===== config.mk =====
export PLATFORM = sky130hd
export DESIGN_NAME = metronome_click_gen
export DESIGN_NICKNAME = d
export VERILOG_FILES = /design/src/rtl/metronome_click_gen.sv
export SDC_FILE = /design/constraint.sdc
export NUM_CORES = 1
export LEC_CHECK = 0
export BUFFER_PORTS_ARGS = -buffer_cell sky130_fd_sc_hd__buf_4
export CAP_MARGIN = 15
export CORE_UTILIZATION = 54
export DETAILED_ROUTE_END_ITERATION = 7
export PLACE_DENSITY = 0.75
export SLEW_MARGIN = 20
export SYNTH_ARGS = -nofsm -noshare
export SYNTH_HDL_FRONTEND = slang
export SYNTH_SLANG_ARGS = --single-unit

===== constraint.sdc =====
create_clock -name i_clk -period 3.07 [get_ports i_clk]
set_input_delay 0.7675 -clock i_clk [delete_from_list [all_inputs] [get_ports i_clk]]
set_output_delay 0.7675 -clock i_clk [all_outputs]
set_load 0.01 [all_outputs]

===== src/rtl/metronome_click_gen.sv =====
// Beat-trigger consumer: converts each beat pulse into a fixed-length tone burst,
// with an accent pitch on the first beat of each bar, and exports beat position/status.
module metronome_click_gen #(
    parameter int CLICK_LEN   = 2_500_000,
    parameter int HALF_NORMAL = 25_000,
    parameter int HALF_ACCENT = 12_500
) (
    input  logic       i_clk,
    input  logic       i_reset,
    input  logic       i_trigger,
    input  logic [3:0] i_beats_per_bar,
    input  logic       i_mute,
    output logic       o_beep,
    output logic [3:0] o_beat_index,
    output logic       o_accent,
    output logic       o_busy,
    output logic       o_beat_strobe
);

    localparam int HALF_MAX = (HALF_NORMAL > HALF_ACCENT) ? HALF_NORMAL : HALF_ACCENT;
    localparam int LEN_W    = (CLICK_LEN > 1) ? $clog2(CLICK_LEN) : 1;
    localparam int PH_W     = (HALF_MAX > 1) ? $clog2(HALF_MAX) : 1;

    localparam logic [LEN_W-1:0] LEN_LAST  = LEN_W'(CLICK_LEN - 1);
    localparam logic [PH_W-1:0]  PH_LAST_N = PH_W'(HALF_NORMAL - 1);
    localparam logic [PH_W-1:0]  PH_LAST_A = PH_W'(HALF_ACCENT - 1);

    typedef enum logic {
        IDLE,
        TONE
    } state_t;

    state_t           state;
    logic [3:0]       next_idx;
    logic [LEN_W-1:0] len_cnt;
    logic [PH_W-1:0]  phase;
    logic             tone;

    logic [3:0]       eff_idx;
    logic [4:0]       eff_inc;
    logic [3:0]       idx_after;
    logic [PH_W-1:0]  ph_last;

    // A stale next_idx beyond the current bar length folds back to the downbeat.
    always_comb begin
        eff_idx   = (next_idx >= i_beats_per_bar) ? 4'd0 : next_idx;
        eff_inc   = {1'b0, eff_idx} + 5'd1;
        idx_after = '0;
        if (i_beats_per_bar != 4'd0 && eff_inc < {1'b0, i_beats_per_bar})
            idx_after = eff_inc[3:0];
        ph_last = o_accent ? PH_LAST_A : PH_LAST_N;
    end

    always_ff @(posedge i_clk) begin
        if (i_reset) begin
            state         <= IDLE;
            next_idx      <= '0;
            len_cnt       <= '0;
            phase         <= '0;
            tone          <= 1'b0;
            o_beat_index  <= '0;
            o_accent      <= 1'b0;
            o_beat_strobe <= 1'b0;
        end else begin
            o_beat_strobe <= i_trigger;
            if (i_trigger) begin
                o_beat_index <= eff_idx;
                o_accent     <= (i_beats_per_bar != 4'd0) && (eff_idx == 4'd0);
                next_idx     <= idx_after;
                len_cnt      <= '0;
                phase        <= '0;
                tone         <= 1'b1;
                state        <= TONE;
            end else if (state == TONE) begin
                if (phase == ph_last) begin
                    phase <= '0;
                    tone  <= ~tone;
                end else begin
                    phase <= phase + PH_W'(1);
                end
                if (len_cnt == LEN_LAST) begin
                    state <= IDLE;
                    tone  <= 1'b0;
                end else begin
                    len_cnt <= len_cnt + LEN_W'(1);
                end
            end
        end
    end

    assign o_beep = tone & ~i_mute;
    assign o_busy = (state == TONE);

endmodule


==> results.yml <==
placement:
  hpwl_um: 3610
  globalplace.congestion: 0.866
  pre_cts_ws_ns: -0.281
  port-buffer-count: 15
clocking:
  cts_tree: "done"
  cts_buffers: 5
  cts_root_buf: "clkbuf_8"
  cts_buffer_depth: 2
  htreeDepth: 2
  clock-sinks: 49
  clk_pin_slew_ns: 0.08
  clk_latency_ns: 0.30
final_layout:
  layout.cells.most_common_list: "dfxtp_1, nor2_1, buf_4"
  layout_commonest_cell: "dfxtp_1"
  drive_gt1_frac: 0.199
  antennaDiodeCount: 0
  nNetsFinal: 329
  synthToLayoutAreaGrowth_pct: 18.9
floorplan:
  dieArea_um2: 4880
  ioPinCount: 16
  start_util: 0.567
  num_rows: 24
  die_x_um: 69.8
  dieHeight_um: 69.8
  core_area_um2: 4380
setup_path:
  critPathKind: "in -> reg"
  slowest_delay_ns: 0.37
  worstSetupEndpointType: "register"
  critPathMostFrequentCell: "ha_4"
  crit_end: "next_idx[3]"
  critical_path.top_delay_family: "compound AO/OA/AOI/OAI gates"
  slowest_stage: "a2111oi_4"
  path_depth: 14
  r2r-end: "next_idx[3]"
  timing.critical_path.arrival_ns: 3.22
  rrSetupSlack_ns: 0.17
  crit_chain: "buf_6, inv_4, ha_4, o211ai_1, o21a_2, nand2_2, inv_2, ha_4, xnor2_2, ha_1, a21o_1, a2111oi_4, and3_4, a22o_1"
  reg2reg_depth: 11
  cp-startpoint: "i_beats_per_bar[3]"
  worstPathMaxFanout: 4
  required_ns: 3.30
  cp_num_buf_inv: 3
  cp-start-kind: "primary input"
  reg2reg_from: "next_idx[1]"
yosys:
  synthesis.nets: 303
  yosys-top-cells-area: "dfxtp_1, xor2_1, ha_1"
  yosysSeqAreaShare: 0.395
  yosys_warnings: 0
  yosys.cell_types.count: 48
  async_flop_share: 0
  netlist_instances: 284
  synth_ff_type: "dfxtp_1"
  netlist.area_leader.share: 0.395
  synth_top_area_cell: "dfxtp_1"
  syn-cell-area_um2: 2480
  synth_edf_count: 0
  syn-mean-instance-area_um2: 8.75
  synth_seq_cells: 49
routing:
  drc: 0
  drtIter0Drc: 143
  drt_pass1_iterations: 4
  post_drt_wl_per_cell_um: 14.6
  viasPerCell: 5.92
  vias: 2148
  ant_nets: 0
  wl_um: 5290
hold_path:
  hp-class: "reg -> reg"
  whs_path_depth: 2
pwr:
  p_leak_nw: 1.06
  internal_power_mw: 0.907
  pwr-share-comb: 0.099
  power_density_nw_per_um2: 400
  netSwitchingFraction: 0.233
  seq_power_share: 0.555
  p_sw_mw: 0.276
  ir_drop_mv: 0.334
  clockPowerShare: 0.346
timing:
  final.min_clock_period_ns: 2.98
  slew_viol_final: 0
  fin_setup_tns_ns: 0
  finalCritPeriodShare: 0.972
  hold_viol: 0
  max_freq_mhz: 335
  setup_viol: 0
  tightestPinTransition_ns: 0.700
  rsz0062_at_grt: "no"
  clock_skew_ns: 0.00943
  finalWorstSetupSlack_ns: 0.0852
  slew_headroom: 0.529
global_route:
  grt_pass1_vias: 1943
  grt_pass1_wl_um: 9080
  grt-ovfl-total: 0
  grt.total_usage: 0.224
  antenna_found_initial: 0
  grt_max_degree: 20
flow_run:
  maxCapViolations: 0
outcome:
  outcome: "completed"
-- metal layers --
metal  global-route usage  vias up  routed length (um)
met5                    0        -                   0
met3               0.0392        2                 146
met2                0.334       35                2400
met1                0.335     1026                2710
li1                     -     1085                   -
met4               0.0533        0                  25
-- registers in the layout (all words and copies together) (netlist names) --
name	count
o_busy	1
o_accent	1
o_beat_strobe	1
phase	15
o_beat_index	4
len_cnt	22
next_idx	4
tone	1
-- worst reg2reg max path: stages (launching register included) --
cell and delay (ns):
dfxtp_1 0.49, ha_4 0.25, o211ai_1 0.20, o21a_2 0.22
buf_6 0.12, nand2_1 0.09, xnor2_2 0.17, ha_1 0.31
a21o_1 0.22, a2111oi_4 0.37, and3_4 0.26, a22o_1 0.14
-- kinds of logic after synthesis --
logic type,synth area share
simple gates,0.280
mux,0.00403
compound gates,0.149
buf+inv,0.0327
flops,0.395
xor+xnor,0.0846
fa+ha+maj,0.0554
-- power by group through the flow --
stage,clock [mW],sequential (mW),combinational [mW]
floorplan,0,0.668,0.0538
global placement,0,0.670,0.0956
detailed placement,0,0.670,0.0974
CTS,0.418,0.655,0.0975
global route,0.448,0.658,0.129
finish,0.409,0.656,0.117
-- layout make-up --
cell class	count	area, um^2
Multi-Input combinational cell	215	1540
Fill cell	338	1430
Sequential cell	49	981
Timing Repair Buffer	29	229
Clock buffer	7	96.3
Tap cell	52	65.1
Inverter	10	42.5
Clock inverter	1	5.00
-- cells in the mapped netlist (4+ instances only) --
cell	count
xnor2_1	7
nand3_1	17
nor4bb_1	5
clkbuf_1	7
or3_1	11
and3_1	5
inv_1	10
o21ai_0	12
a21oi_1	14
nand4_1	12
xor2_1	17
dfxtp_1	49
and4_1	6
nand2_1	25
ha_1	11
nor2_1	30
o211ai_1	4
-- what timing repair did --
action | CTS | global route
buffers inserted | 0 | 1
setup endpoints to repair | 0 | 4
gates resized for setup | 0 | 22
hold buffers | 0 | 0
-- how the worst min path moves through the flow --
| stage | start | slack (ns) | to |
|---|---|---|---|
| CTS | len_cnt[1] | 0.48 | len_cnt[1] |
| floorplan | len_cnt[1] | 0.45 | len_cnt[1] |
| detailed placement | o_beat_index[3] | 0.46 | o_beat_index[3] |
| global placement | len_cnt[1] | 0.46 | len_cnt[1] |
| global route | o_beat_index[0] | 0.50 | o_beat_index[0] |
| finish | len_cnt[1] | 0.47 | len_cnt[1] |
-- stage by stage --
| step | cells | total power, mW | utilization | hold slack (ns) | area, um^2 |
|---|---|---|---|---|---|
| global placement | 354 | 0.766 | 0.622 | 0.461 | 2730 |
| detailed placement | 354 | 0.767 | 0.622 | 0.461 | 2730 |
| global route | 363 | 1.24 | 0.674 | 0.500 | 2960 |
| finish | 363 | 1.18 | 0.674 | 0.474 | 2960 |
| floorplan | 284 | 0.722 | - | 0.449 | 2500 |
| CTS | 362 | 1.17 | 0.646 | 0.479 | 2830 |
No activity file was read; power rests on OpenSTA's default activity.
